$ cat src/rtl/tenthirty_pkg.sv
// Shared types and helpers for the ten-and-a-half round sequencer.
// Scores are kept in half-points so that face cards (0.5) stay integral.
package tenthirty_pkg;

  typedef enum logic [3:0] {
    P_REQ, P_WAIT, P_TURN, D_REQ, D_WAIT, D_EVAL, COMPARE, RESULT, DONE
  } state_t;

  localparam int SCORE_W = 6;
  localparam int CNT_W   = 3;
  localparam logic [SCORE_W-1:0] BUST_HALF = 6'd21;

  // Ranks 1..10 count double, face cards count one half-point.
  function automatic logic [SCORE_W-1:0] card_half(input logic [3:0] rank);
    if (rank >= 4'd11) return 6'd1;
    return {1'b0, rank, 1'b0};
  endfunction

endpackage

$ cat src/rtl/tenthirty_hand.sv
// One hand: half-point score accumulator plus card counter.
module tenthirty_hand
  import tenthirty_pkg::*;
(
  input  logic               clk,
  input  logic               rst,
  input  logic               clr,
  input  logic               add,
  input  logic [SCORE_W-1:0] half,
  output logic [SCORE_W-1:0] score,
  output logic [CNT_W-1:0]   cnt
);

  always_ff @(posedge clk or posedge rst) begin
    if (rst) begin
      score <= '0;
      cnt   <= '0;
    end else if (clr) begin
      score <= '0;
      cnt   <= '0;
    end else if (add) begin
      score <= score + half;
      cnt   <= cnt + 1'b1;
    end
  end

endmodule

$ cat src/rtl/tenthirty_round_ctrl.sv
// Ten-and-a-half round sequencer: card requests, player/dealer turns,
// round decision, round counting and result LEDs.
module tenthirty_round_ctrl
  import tenthirty_pkg::*;
#(
  parameter int ROUNDS       = 4,
  parameter int MAX_CARDS    = 5,
  parameter int DEALER_STAND = 14
) (
  input  logic         clk,
  input  logic         rst,
  input  logic         draw_p,
  input  logic         stand_p,
  input  logic         number_valid,
  input  logic [3:0]   number,
  output logic         pip,
  output logic [5:0]   player_score,
  output logic [5:0]   dealer_score,
  output logic [2:0]   player_cnt,
  output logic [2:0]   dealer_cnt,
  output logic [3:0]   last_card,
  output logic [2:0]   round_no,
  output logic         dealer_turn,
  output logic [2:0]   led
);

  localparam logic [CNT_W-1:0]   MAX_C     = CNT_W'(MAX_CARDS);
  localparam logic [SCORE_W-1:0] STAND_H   = SCORE_W'(DEALER_STAND);
  localparam logic [2:0]         LAST_RND  = 3'(ROUNDS);

  state_t state, state_nx;

  logic rank_ok, p_add, d_add, p_bust, d_bust, p_wins, last_round, clr_hands;
  logic [SCORE_W-1:0] card_val;

  assign rank_ok    = (number >= 4'd1) && (number <= 4'd13);
  assign card_val   = card_half(number);
  assign p_add      = (state == P_WAIT) && number_valid && rank_ok;
  assign d_add      = (state == D_WAIT) && number_valid && rank_ok;
  assign p_bust     = player_score > BUST_HALF;
  assign d_bust     = dealer_score > BUST_HALF;
  assign p_wins     = d_bust || (player_score > dealer_score);
  assign last_round = (round_no == LAST_RND);
  assign clr_hands  = (state == RESULT) && draw_p && !last_round;

  tenthirty_hand u_player (
    .clk(clk), .rst(rst), .clr(clr_hands), .add(p_add), .half(card_val),
    .score(player_score), .cnt(player_cnt)
  );

  tenthirty_hand u_dealer (
    .clk(clk), .rst(rst), .clr(clr_hands), .add(d_add), .half(card_val),
    .score(dealer_score), .cnt(dealer_cnt)
  );

  always_ff @(posedge clk or posedge rst) begin
    if (rst) state <= P_REQ;
    else     state <= state_nx;
  end

  always_comb begin
    state_nx    = state;
    // Reset parks the FSM in P_REQ, so the request is masked while rst is held.
    pip         = ((state == P_REQ) || (state == D_REQ)) && !rst;
    dealer_turn = (state == D_REQ) || (state == D_WAIT) || (state == D_EVAL) ||
                  (state == COMPARE) || (state == RESULT);
    unique case (state)
      P_REQ:   state_nx = P_WAIT;
      P_WAIT:  if (number_valid) state_nx = rank_ok ? P_TURN : P_REQ;
      P_TURN: begin
        if (p_bust)                   state_nx = RESULT;
        else if (player_cnt == MAX_C) state_nx = D_REQ;
        else if (stand_p)             state_nx = D_REQ;
        else if (draw_p)              state_nx = P_REQ;
      end
      D_REQ:   state_nx = D_WAIT;
      D_WAIT:  if (number_valid) state_nx = rank_ok ? D_EVAL : D_REQ;
      D_EVAL: begin
        if (d_bust || dealer_score >= STAND_H || dealer_cnt == MAX_C) state_nx = COMPARE;
        else                                                          state_nx = D_REQ;
      end
      COMPARE: state_nx = RESULT;
      RESULT:  if (draw_p) state_nx = last_round ? DONE : P_REQ;
      DONE:    state_nx = DONE;
      default: state_nx = P_REQ;
    endcase
  end

  // Round counter, displayed rank and result LEDs.
  always_ff @(posedge clk or posedge rst) begin
    if (rst) begin
      round_no  <= 3'd1;
      led       <= '0;
      last_card <= '0;
    end else begin
      if (p_add || d_add) last_card <= number;
      if (state == P_TURN && p_bust) led[1:0] <= 2'b01;
      if (state == COMPARE) led[1:0] <= p_wins ? 2'b10 : 2'b01;
      if (clr_hands) begin
        led[1:0] <= 2'b00;
        round_no <= round_no + 3'd1;
      end
      if (state == RESULT && draw_p && last_round) led[2] <= 1'b1;
    end
  end

endmodule

$ cat config.mk
export PLATFORM = sky130hd
export DESIGN_NAME = tenthirty_round_ctrl
export DESIGN_NICKNAME = d
export VERILOG_FILES = /design/src/rtl/tenthirty_pkg.sv /design/src/rtl/tenthirty_hand.sv /design/src/rtl/tenthirty_round_ctrl.sv
export SDC_FILE = /design/constraint.sdc
export NUM_CORES = 1
export LEC_CHECK = 0
export CORE_MARGIN = 3
export CORE_UTILIZATION = 25
export DETAILED_ROUTE_END_ITERATION = 8
export GPL_ROUTABILITY_DRIVEN = 0
export GPL_TIMING_DRIVEN = 0
export PLACE_DENSITY = 0.52
export RECOVER_POWER = 50
export SETUP_SLACK_MARGIN = 0.3
export SYNTH_ARGS = -nofsm -noshare
export SYNTH_HDL_FRONTEND = slang
export SYNTH_SLANG_ARGS = --single-unit
$ cat constraint.sdc
create_clock -name clk -period 4.1 [get_ports clk]
set_input_delay 0.615 -clock clk [delete_from_list [all_inputs] [get_ports clk]]
set_output_delay 0.615 -clock clk [all_outputs]
set_load 0.05 [all_outputs]
# Yosys cells after proc, flatten, opt, wreduce, memory -nomap -nowiden

Index checks and enable logic that the tools add are counted.

Flip-flop bits (word level): 32
Bits in latches: 0
RAM bits: 0
Memory bits (read-only): 0
Input bits: 9
Memories: 0

Add/subtract/negate cells: 5
$mul: 0
Div/mod/pow operators: 0
$lt $le $gt $ge: 7
Equal/unequal tests: 15
Shift-type cells: 0
Mux-type cells: 27
Bitwise gates (word level): 0
Reduce and logical (&&, ||, !) cells: 26

Operators by type and width:

| cell                  | count |
|---|---|
| $mux W6               | 6 |
| $pmux W4 S9           | 1 |
| $mux W4               | 8 |
| $mux W3               | 6 |
| $eq A4 B3 Y1 const B  | 4 |
| $add A6 B6 Y6         | 2 |
| $gt A6 B5 Y1 const B  | 2 |
| $logic_and A1 B1 Y1   | 10 |
| $mux W2               | 5 |
| $add A3 B1 Y3 const B | 3 |
| $eq A3 B3 Y1 const B  | 3 |
| $logic_or A1 B1 Y1    | 9 |
| $eq A4 B2 Y1 const B  | 2 |
| $ge A6 B4 Y1 const B  | 1 |
| $gt A6 B6 Y1          | 1 |
| $ne A2 B2 Y1 const B  | 3 |
| $ne A5 B5 Y1 const B  | 1 |
| $eq A4 B1 Y1 const B  | 1 |
| $eq A4 B4 Y1 const B  | 1 |
| $ge A4 B1 Y1 const B  | 1 |
| $ge A4 B4 Y1 const B  | 1 |
| $le A4 B4 Y1 const B  | 1 |
| $logic_not A4 Y1      | 1 |
| $reduce_and A4 Y1     | 1 |
| 4 further kinds       | 6 |

# Depth between registers and ports, before layout

Word-level depth: 6
Gate-level depth with buffers: 9
Gate-level depth less buffers: 8

# Hierarchy

Synthesis repeated with hierarchy kept, for this count alone.

Cell total of the unflattened synthesis: 236
Area, all modules: 2279.7 µm²

Modules (own cells, without submodules):

| module               | instances | cells each | area each (µm²) | sequential area each (µm²) |
|---|---|---|---|---|
| tenthirty_hand       | 2         | 54         | 571.8           | 225.2 |
| tenthirty_round_ctrl | 1         | 128        | 1136.1          | 351.6 |

# Least setup slack after synthesis

No wires, ideal clock.

Path kind: register -> output
Start: register state[1]
End: output pip
Data arrival time: 2.381 ns
Required time: 3.485 ns
Path slack: 1.104 ns
Stages on the path, launching flop included: 4
Path through: dfrtp_1 > clkbuf_1 > nand2b_1 > nor4bb_1

Cells in the longest elaborated chain, start to end: 3
Elaborated cells between the ends (all ways): 4

Ends and longest elaborated chain:

| item                                                    | RTL line                   | text |
|---|---|---|
| start: declaration                                      | tenthirty_round_ctrl.sv:31 | `state_t state, state_nx;` |
| start signal: assignment                                | tenthirty_round_ctrl.sv:58 | `else state <= state_nx;` |
| $eq A4 B2 Y1 / $logic_not A4 Y1 (equally long branches) | tenthirty_round_ctrl.sv:64 | `pip = ((state == P_REQ) \|\| (state == D_REQ)) && !rst;` |
| $logic_or A1 B1 Y1 (*)                                  | tenthirty_round_ctrl.sv:64 |  |
| $logic_and A1 B1 Y1 (*)                                 | tenthirty_round_ctrl.sv:64 |  |
| end: declaration                                        | tenthirty_round_ctrl.sv:16 | `output logic pip,` |

Mark *: on every way between the ends. The rest lies on a longest branch, timed or not.

# Worst setup path after layout

Ends and elaborated chain as after synthesis.

==> out/summary.txt <==
final setup vio count - 0
grt total ovfl - 0
library cells used by synthesis - 57
vias in the first global route - 2,184
Final Cell Area - 0.00298 mm²
crit-path max FO - 10
Worst Max-Slew Pin Slew - 1030 ps
hold_ws - 464 ps
Mapped Area - 0.00236 mm²
outcome - finished clean
io pins - 39
fin crit period - 3090 ps
critical path type - flop to output pin
IO buf count - 37
first-pass GRT wire length - 11,200 µm
Seq cells post-synth - 32
Top delay family on crit path - buffers and inverters
Synth Instances - 269
post-synthesis mux area share - 3.23%
Hold Violations, Final - 0
post-CTS sizing - 0
htree depth - 2
synthesized area per cell - 8.77 µm²
Final Skew - 6.67 ps
Die H - 103 µm
die width - 103 µm
Pwr Density - 801 mW/mm²
setup bufs post-CTS - 0
crit share post-route - 75.4%
final instance count without filler cells - 423
Leak Pwr - 1.25 nW
clock buffer depth - 2
Post-DP HPWL - 5000 µm
wire per inst - 15.9 µm
Total GRT Usage - 13.3%
Clock transition at path regs - 70 ps
Routed WL - 6720 µm
max-cap viol count - 0
antenna diode count - 0
DR vias/cell - 5.16
syn_nets - 296
RSZ-0062 raised after global routing - false
Worst-Skew Late Latency - 290 ps
compound-cell area share of the yosys netlist - 20.6%
CTS Sinks - 32
CTS tree - done
Total Power - 2.38 mW
Die Footprint - 0.0106 mm²
Site Rows - 34
worst vdd ir - 0.295 mV
Post-Synth Adder-Cell Area - 9.54%
final core occ - 33.3%
crit path max-delay cell type - clkdlybuf4s50_1
DR pass1 iterations - 4
remaining antenna violation count - 0
Max Clk Rate - 323 MHz
Worst EP arrival - 2480 ps
number of CTS-inserted buffers - 5
Initial Util - 26.4%
largest net degree at the start of global routing - 33
Crit path required time - 3480 ps
Final Max Tran Viols - 0
final net count - 341
Placed Cells - 414
drt drc - 0
CP Capture Type - output pin
drt initial violations - 164
core area - 0.00893 mm²
Post-synth EDFFs - 0
via count - 2,183
Synth Area in XOR/XNOR - 4.45%
initial antenna violation count - 0
CP Buf/Inv Count - 2
simple-gate share of the synthesized area - 22.0%
Fin Setup TNS - 0 ps
Synth warnings - 0
Hold Path Class - flop to flop
hold buffers post-CTS - 0
CP startpoint kind - flop
critical path's largest stage delay - 860 ps
Area growth, synth to finish - 26.1%
post-route setup slack - 1010 ps
filler cell count in the final layout - 961
Critical Path, Cell by Cell - clkbuf_1, nand2b_1, nor4bb_1, clkdlybuf4s50_1
ys async rst share - 100%
register area share after synthesis - 34.0%
fraction of layout cells with a size suffix above 1 - 8.25%
dpl ws - 908 ps
CTS root buffer - clkbuf_8
relative slew slack - 31.5%
Placed Area - 0.00287 mm²
largest family of logic cells by synthesized area - simple AND/OR/NAND/NOR gates
Main synth FF type - dfrtp_1
==> state kept, by name, indices dropped and copies added (netlist names) <==
| signal | count |
|---|---|
| u_dealer.score | 6 |
| u_player.score | 6 |
| last_card | 4 |
| state | 4 |
| led | 3 |
| round_no | 3 |
| u_dealer.cnt | 3 |
| u_player.cnt | 3 |
==> final cells by class <==
| type | instances | area [µm²] | share of cell area (%) |
|---|---|---|---|
| Sequential cell | 32 | 802 | 27.0 |
| Buffer | 14 | 75.1 | 2.52 |
| Multi-Input combinational cell | 204 | 1410 | 47.4 |
| Inverter | 19 | 71.3 | 2.40 |
| Clock buffer | 6 | 72.6 | 2.44 |
| Clock inverter | 2 | 35.0 | 1.18 |
| Tap cell | 108 | 135 | 4.54 |
| Timing Repair Buffer | 38 | 374 | 12.6 |
==> routing by layer <==
layer / track usage [%] / share of wire [%] / up-vias
li1: - / - / 1070
met1: 19.4 / 51 / 1064
met2: 20.0 / 44 / 41
met3: 2.98 / 3.5 / 8
met4: 3.39 / 1.1 / 0
met5: 0 / 0 / -
==> cell usage after synthesis (all sizes together), types with 8 or more instances <==
cell type	count	share of area, %
inv	19	3.0
dfrtp	31	33
ha	18	9.5
nor2	13	2.1
xnor2	8	3.0
o21ai	21	4.5
a21oi	16	3.4
nand2	26	4.1
nand3	16	3.4
buf	9	2.4
==> worst reg2reg max path: cells and delay by family (launching register included) <==
family,cells,cell delay (ps)
flip-flops,1,440
AO/OA/AOI/OAI,1,90
AND/OR/NAND/NOR,3,870
buffers and inverters,2,780
==> cells by family (layout without fill, tap and decap cells) <==
kind of cell,Yosys count,after routing
AND/OR/NAND/NOR,93,93
AO/OA/AOI/OAI,74,74
buffers and inverters,33,79
flip-flops,32,32
adder cells (fa/ha/maj),18,18
XOR/XNOR,12,12
multiplexers,7,7
==> final timing paths <==
kind,from,endpoint,slack [ps],cells after the start
setup / recovery,state[1],pip,1010,4
min in group asynchronous,rst,last_card[3],780,2
setup reg to reg,state[0],u_dealer.cnt[1],1790,6
hold reg to reg,led[2],led[2],460,1
hold / removal,led[2],led[2],460,1
max in group asynchronous,rst,led[0],2050,3
==> cell usage in the layout, fill, tap and decap left out, drive strengths merged, types with 13 or more instances in the layout <==
cell type      synthesis  routed
nand3                 16      16
o21ai                 21      21
clkdlybuf4s50          0      26
nand2                 26      26
dfrtp                 31      31
ha                    18      18
clkbuf                 5      13
inv                   19      18
a21oi                 16      16
nor2                  13      13
==> report_power, final <==
group | internal, mW | switching (mW)
clock network | 0.181 | 0.129
logic | 0.543 | 0.931
registers | 0.448 | 0.152
total | 1.17 | 1.21
Note: power is estimated with default switching activity, not from simulation.
